## config.mk

```make
export PLATFORM = sky130hd
export DESIGN_NAME = br_resolve
export DESIGN_NICKNAME = d
export VERILOG_FILES = /design/src/rtl/br_pkg.sv /design/src/rtl/br_inflight_fifo.sv /design/src/rtl/br_resolve.sv
export SDC_FILE = /design/constraint.sdc
export NUM_CORES = 1
export LEC_CHECK = 0
export CORE_MARGIN = 1
export CORE_UTILIZATION = 48
export DETAILED_ROUTE_END_ITERATION = 16
export HOLD_SLACK_MARGIN = 0.15
export PLACE_DENSITY = 0.76
export SLEW_MARGIN = 20
export SYNTH_ARGS = -nofsm -noshare
export SYNTH_HDL_FRONTEND = slang
export SYNTH_HIERARCHICAL = 1
export SYNTH_SLANG_ARGS = --single-unit
```

## constraint.sdc

```tcl
create_clock -name clk -period 3.1 [get_ports clk]
set_input_delay 0.31 -clock clk [delete_from_list [all_inputs] [get_ports clk]]
set_output_delay 0.31 -clock clk [all_outputs]
set_load 0.03 [all_outputs]
```

## src/rtl/br_pkg.sv

```systemverilog
// Shared definitions for the branch predictor and its pipeline-side resolver.
//   - bp_state_e : 2-bit direction counter encodings, shared with the predictor.
//   - br_entry_t : one in-flight prediction record {pc, ptaken, ptarget}.
//   - ENTRY_W    : packed width of br_entry_t.
//   - PC_STEP    : fall-through PC increment.
package br_pkg;

   typedef enum logic [1:0] {
      S_NONTAKEN = 2'b00,
      S_WEAK_NT  = 2'b01,
      S_WEAK_T   = 2'b10,
      S_TAKEN    = 2'b11
   } bp_state_e;

   localparam logic [31:0] PC_STEP = 32'd4;

   typedef struct packed {
      logic [31:0] pc;
      logic        ptaken;
      logic [31:0] ptarget;
   } br_entry_t;

   localparam int ENTRY_W = $bits(br_entry_t);

endpackage

```

## src/rtl/br_inflight_fifo.sv

```systemverilog
// Circular in-flight queue with a synchronous clear.
// Ports:
//   clk, rst      clock, synchronous active-high reset
//   clr           empties the queue (pointers and count to 0)
//   push, wdata   write request and data; accepted when not full, or when
//                 a pop happens in the same cycle
//   pop           read-advance request; accepted when not empty
//   rdata         entry at the read pointer (combinational read)
//   full, empty   occupancy flags
module br_inflight_fifo #(
   parameter int DEPTH = 4,
   parameter int WIDTH = 65
) (
   input  logic             clk,
   input  logic             rst,
   input  logic             clr,
   input  logic             push,
   input  logic             pop,
   input  logic [WIDTH-1:0] wdata,
   output logic [WIDTH-1:0] rdata,
   output logic             full,
   output logic             empty
);

   localparam int PTR_W = $clog2(DEPTH);
   localparam int CNT_W = PTR_W + 1;

   logic [WIDTH-1:0] mem_q [DEPTH];
   logic [PTR_W-1:0] wr_ptr_q, wr_ptr_d;
   logic [PTR_W-1:0] rd_ptr_q, rd_ptr_d;
   logic [CNT_W-1:0] count_q, count_d;
   logic             push_en, pop_en;

   assign full  = (count_q == CNT_W'(DEPTH));
   assign empty = (count_q == '0);
   assign rdata = mem_q[rd_ptr_q];

   always_comb begin
      pop_en   = pop & ~empty;
      // A pop in the same cycle frees the slot, so a full queue can still accept.
      push_en  = push & (~full | pop_en);
      wr_ptr_d = wr_ptr_q;
      rd_ptr_d = rd_ptr_q;
      count_d  = count_q;
      if (clr) begin
         wr_ptr_d = '0;
         rd_ptr_d = '0;
         count_d  = '0;
      end else begin
         // DEPTH is a power of two, so pointers wrap by natural overflow.
         if (push_en) wr_ptr_d = wr_ptr_q + PTR_W'(1);
         if (pop_en)  rd_ptr_d = rd_ptr_q + PTR_W'(1);
         if (push_en & ~pop_en) count_d = count_q + CNT_W'(1);
         if (pop_en & ~push_en) count_d = count_q - CNT_W'(1);
      end
   end

   always_ff @(posedge clk) begin
      if (rst) begin
         wr_ptr_q <= '0;
         rd_ptr_q <= '0;
         count_q  <= '0;
      end else begin
         wr_ptr_q <= wr_ptr_d;
         rd_ptr_q <= rd_ptr_d;
         count_q  <= count_d;
      end
   end

   always_ff @(posedge clk) begin
      if (push_en & ~clr) mem_q[wr_ptr_q] <= wdata;
   end

endmodule

```

## src/rtl/br_resolve.sv

```systemverilog
// Pipeline-side partner of the branch predictor.
// Drives predictor lookups from fetch, queues each prediction, checks it
// against the execute-stage outcome, issues predictor updates for beq/bne,
// and raises a one-cycle flush/redirect on a misprediction.
// Ports:
//   clk, rst                     clock, synchronous active-high reset
//   if_valid_i/if_stall_i/if_pc_i  fetch slot
//   pred_addr_o                  predictor read address (= if_pc_i)
//   pred_hit_i/pred_target_i     predictor response (hit = predicted taken)
//   ex_valid_i/ex_beq_i/ex_bne_i/ex_taken_i/ex_target_i  execute resolution
//   upd_*_o                      registered predictor update
//   flush_o/redirect_pc_o        registered misprediction pulse and next PC
//   err_o                        sticky protocol error
//   br_cnt_o/miss_cnt_o          saturating statistics
module br_resolve
   import br_pkg::*;
#(
   parameter int DEPTH = 4,
   parameter int CNT_W = 16
) (
   input  logic             clk,
   input  logic             rst,
   input  logic             if_valid_i,
   input  logic             if_stall_i,
   input  logic [31:0]      if_pc_i,
   output logic [31:0]      pred_addr_o,
   input  logic             pred_hit_i,
   input  logic [31:0]      pred_target_i,
   input  logic             ex_valid_i,
   input  logic             ex_beq_i,
   input  logic             ex_bne_i,
   input  logic             ex_taken_i,
   input  logic [31:0]      ex_target_i,
   output logic             upd_beq_o,
   output logic             upd_bne_o,
   output logic             upd_taken_o,
   output logic [31:0]      upd_addr_o,
   output logic [31:0]      upd_target_o,
   output logic             flush_o,
   output logic [31:0]      redirect_pc_o,
   output logic             err_o,
   output logic [CNT_W-1:0] br_cnt_o,
   output logic [CNT_W-1:0] miss_cnt_o
);

   br_entry_t  wr_entry, head;
   logic       fifo_full, fifo_empty;
   logic       push_req, ex_req, ex_fire, br, miss;
   logic [31:0] pc4, redir;

   logic             upd_beq_q, upd_beq_d;
   logic             upd_bne_q, upd_bne_d;
   logic             upd_taken_q, upd_taken_d;
   logic [31:0]      upd_addr_q, upd_addr_d;
   logic [31:0]      upd_target_q, upd_target_d;
   logic             flush_q, flush_d;
   logic [31:0]      redirect_q, redirect_d;
   logic             err_q, err_d;
   logic [CNT_W-1:0] br_cnt_q, br_cnt_d;
   logic [CNT_W-1:0] miss_cnt_q, miss_cnt_d;

   assign pred_addr_o = if_pc_i;
   assign wr_entry    = '{pc: if_pc_i, ptaken: pred_hit_i, ptarget: pred_target_i};

   br_inflight_fifo #(
      .DEPTH (DEPTH),
      .WIDTH (ENTRY_W)
   ) u_fifo (
      .clk   (clk),
      .rst   (rst),
      .clr   (flush_q),
      .push  (push_req),
      .pop   (ex_fire),
      .wdata (wr_entry),
      .rdata (head),
      .full  (fifo_full),
      .empty (fifo_empty)
   );

   always_comb begin
      // While flushing, fetch and execute traffic belong to squashed work.
      push_req = if_valid_i & ~if_stall_i & ~flush_q;
      ex_req   = ex_valid_i & ~flush_q;
      ex_fire  = ex_req & ~fifo_empty;
      br       = ex_beq_i | ex_bne_i;
      pc4      = head.pc + PC_STEP;

      miss  = 1'b0;
      redir = '0;
      if (br & ex_taken_i & (~head.ptaken | (head.ptarget != ex_target_i))) begin
         miss  = 1'b1;
         redir = ex_target_i;
      end else if (head.ptaken & ~(br & ex_taken_i)) begin
         // Predicted taken but fell through: covers not-taken branches and
         // false hits on non-branch instructions.
         miss  = 1'b1;
         redir = pc4;
      end

      flush_d    = ex_fire & miss;
      redirect_d = flush_d ? redir : '0;

      upd_beq_d    = ex_fire & ex_beq_i;
      upd_bne_d    = ex_fire & ex_bne_i;
      upd_taken_d  = ex_fire & br & ex_taken_i;
      upd_addr_d   = upd_addr_q;
      upd_target_d = upd_target_q;
      if (ex_fire & br) begin
         upd_addr_d   = head.pc;
         upd_target_d = ex_target_i;
      end

      err_d = err_q | (push_req & fifo_full & ~ex_fire) | (ex_req & fifo_empty);

      br_cnt_d   = br_cnt_q;
      miss_cnt_d = miss_cnt_q;
      if (ex_fire & br & ~(&br_cnt_q))  br_cnt_d   = br_cnt_q + CNT_W'(1);
      if (flush_d & ~(&miss_cnt_q))     miss_cnt_d = miss_cnt_q + CNT_W'(1);
   end

   always_ff @(posedge clk) begin
      if (rst) begin
         upd_beq_q    <= 1'b0;
         upd_bne_q    <= 1'b0;
         upd_taken_q  <= 1'b0;
         upd_addr_q   <= '0;
         upd_target_q <= '0;
         flush_q      <= 1'b0;
         redirect_q   <= '0;
         err_q        <= 1'b0;
         br_cnt_q     <= '0;
         miss_cnt_q   <= '0;
      end else begin
         upd_beq_q    <= upd_beq_d;
         upd_bne_q    <= upd_bne_d;
         upd_taken_q  <= upd_taken_d;
         upd_addr_q   <= upd_addr_d;
         upd_target_q <= upd_target_d;
         flush_q      <= flush_d;
         redirect_q   <= redirect_d;
         err_q        <= err_d;
         br_cnt_q     <= br_cnt_d;
         miss_cnt_q   <= miss_cnt_d;
      end
   end

   assign upd_beq_o     = upd_beq_q;
   assign upd_bne_o     = upd_bne_q;
   assign upd_taken_o   = upd_taken_q;
   assign upd_addr_o    = upd_addr_q;
   assign upd_target_o  = upd_target_q;
   assign flush_o       = flush_q;
   assign redirect_pc_o = redirect_q;
   assign err_o         = err_q;
   assign br_cnt_o      = br_cnt_q;
   assign miss_cnt_o    = miss_cnt_q;

endmodule

```

==> qor.yml <==
slew_headroom_pct: 26.0
antenna_found_initial: 3
cts_tree: "done"
synth_top_area_share_pct: 48.8
cp-start-kind: "flip-flop"
utilization_pct: 64.2
clockBufferDepth: 3
vias_per_cell: 5.56
async_reset_ff_share_pct: 0
wl_met1_mm: 16.7
min_path_type: "in -> reg"
crit_buf_inv: 5
synthCells: 1130
post_layout_nonfiller_instances: 1909
grt_pass1_wl_mm: 61.6
syn-cell-area_mm2: 0.0160
synthXorXnorAreaFrac_pct: 4.32
dpl_cell_area_mm2: 0.0193
ys.flop_type: "edfxtp_1"
final-setup-viol-count: 0
drv_cap: 0
critPathCaptureType: "flip-flop"
hold_viol: 0
cts_num_sinks: 402
report.final.slew_viol_count: 0
worst_slew_pin_slew_ns: 1.11
io_buffer_count: 269
synth_top_family_by_area: "simple AND/OR/NAND/NOR gates"
vias: 10600
crit_path_top_delay_cell: "or4_4"
syn_to_final_growth_pct: 31.2
synth.distinct_cells: 58
ir_worst_vdd_v: 0.000373
crit_family: "simple AND/OR/NAND/NOR gates"
max_freq_ghz: 0.325
design_area_mm2: 0.0210
timing.critical_path.mode_cell: "buf_12"
initial_utilization_pct: 48.9
cts_root_buf: "clkbuf_16"
drt-total-wl_mm: 42.5
critPathArrivalTime_ns: 3.49
ios: 270
skew_ns: 0.0189
wire_per_inst_um: 22.2
cts_hold_buf: 0
seq_area_frac_synth_pct: 66.5
fin_ws_ns: 0.0232
htree_levels: 2
clk_pin_slew_ns: 0.06
period_needed_ns: 3.08
syn_avg_cell_area_um2: 14.2
cts-buffers-inserted: 41
crit_fanout: 7
worstSkewPairLatency_ns: 0.53
muxShareOfSynthArea_pct: 9.71
grt_pass1_vias: 10300
nets: 1544
core-area_mm2: 0.0327
p_total_mw: 11.4
yosys.area.top_type: "edfxtp_1"
die_area_mm2: 0.0341
die_width_um: 185
firstDrtPassIters: 7
drive_gt1_share_pct: 17.1
dp_slack_ns: -0.184
critPathMaxStageDelay_ns: 0.57
grt_max_degree: 70
drtAntennaViolNets: 0
p_leak_nw: 6.84
syn-num-nets: 1243
met2WireLength_mm: 20.7
gp_congestion: 0.856
dr_wl_met3_mm: 3.89
dpl.cell_count: 1810
synth_seq_cells: 402
grt_overflow: 0
p_per_area_mw_per_mm2: 544
dp_hpwl_mm: 28.8
synth_edf_count: 260
drc: 0
yosysWarnings: 6
synth_compound_area_share_pct: 5.47
drtIter0Drc: 896
cp.required_ns: 3.52
criticalPathCategory: "reg -> reg"
min_period_over_period_pct: 99.3
synth-adder-area-share_pct: 0.672
topRoutingLayerUsed: "met4"
synthTopCellsByArea: "edfxtp_1 49%, dfxtp_1 18%, mux4_2 9.1%"
row_count: 66
grt_usage_pct: 24.6
path_cells: "buf_12, buf_12, buf_6, mux4_2, xnor2_2, nand2_1, or4_4, nor4_4, buf_12, buf_12, nor3_2, mux2_4"
synth-simple-area-share_pct: 9.96
rsz0062_at_grt: "yes"
status: "completed"
die_height_um: 185
==> cell usage after synthesis (all sizes together), types with 24 or more instances <==
| cell type | number |
|---|---|
| mux4 | 65 |
| buf | 49 |
| a21oi | 79 |
| edfxtp | 260 |
| nand3 | 26 |
| nand2 | 159 |
| dfxtp | 142 |
| clkbuf | 35 |
| nor2 | 48 |
| xor2 | 38 |
| nand4 | 24 |
| xnor2 | 41 |
==> worst register-to-register path, delay by kind of cell, from the launching register on <==
kind | cells | cell delay [ns]
and+or+nand+nor | 4 | 0.93
xor gates and xnor gates | 1 | 0.22
DFF | 1 | 0.38
buffers and inverters | 5 | 0.63
muxes | 2 | 0.83
==> sequential cells by signal, summed over array words and instances (netlist names), named ones only <==
signal,count
err_o,1
upd_taken_o,1
miss_cnt_o,16
upd_beq_o,1
upd_target_o,32
flush_o,1
br_cnt_o,16
redirect_pc_o,32
u_fifo/rd_ptr_q,2
u_fifo/mem_q,260
upd_addr_o,32
u_fifo/count_q,3
upd_bne_o,1
u_fifo/wr_ptr_q,2
==> per-stage QoR <==
stage          setup TNS (ns)  hold slack (ns)
4_1_cts                     0            0.211
3_3_place_gp           -0.283            0.442
5_1_grt                -0.482            0.223
6_report                    0            0.207
2_1_floorplan               0            0.409
3_5_place_dp           -0.867            0.447
==> worst paths after layout <==
kind,start,slack (ns),end,cells after the start
hold / removal,rst,0.21,err_o,2
setup / recovery,flip-flop,0.02,miss_cnt_o[8],12
setup reg to reg,flip-flop,0.02,miss_cnt_o[8],12
hold reg to reg,upd_addr_o[26],0.45,upd_addr_o[26],2
==> final cells by class <==
type,count,area (um^2)
Clock inverter,20,139
Sequential cell,402,10700
Multi-Input combinational cell,630,4980
Timing Repair Buffer,342,3440
Inverter,14,52.6
Antenna cell,3,7.51
Fill cell,2380,11700
Clock buffer,56,1180
Tap cell,442,553
==> report_power, final <==
| group | internal (mW) | total, mW | switching [mW] |
|---|---|---|---|
| Combinational | 0.343 | 0.794 | 0.451 |
| Sequential | 5.80 | 5.84 | 0.0319 |
| Clock | 2.76 | 4.79 | 2.03 |
==> cell families (layout without fill, tap and decap cells) <==
family | count (synthesis) | in the layout
xor+xnor | 79 | 79
fa+ha+maj | 8 | 8
buf+inv | 98 | 432
flops | 402 | 402
other cells | 0 | 3
simple gates | 335 | 335
compound gates | 136 | 136
mux | 72 | 72
==> placed cells by master (no fill, tap or decap), drive strengths merged, types with 2 or more instances in the layout <==
master	n
xnor2	41
inv	16
xor2	38
diode	3
clkinvlp	3
edfxtp	260
and4	7
mux4	65
dfxtp	142
nand4	24
o21ai	8
a22o	20
mux2	4
buf	72
and3	8
o31ai	7
or3	5
and2	8
ha	7
clkbuf	58
a32oi	5
nor2	48
or2	4
a21oi	79
a211oi	2
o2bb2ai	6
nor3	15
nand2	159
clkinv	14
nor4	5
clkdlybuf4s50	268
nor2b	8
nand3	26
or4	10
mux2i	3
nand2b	4
==> routing by layer <==
metal | vias to the layer above | GRT usage (%)
met3 | 68 | 5.57
met2 | 508 | 41.4
met4 | 0 | 6.58
met5 | - | 0
li1 | 4795 | -
met1 | 5237 | 32.0
==> timing repair <==
| item | in CTS | in global routing |
|---|---|---|
| setup endpoints to repair | 8 | 34 |
| buffers inserted | 1 | 17 |
| cloned | 0 | 2 |
| pin swaps | 1 | 15 |
| gates resized for setup | 4 | 26 |
No activity file was read; power rests on OpenSTA's default activity.
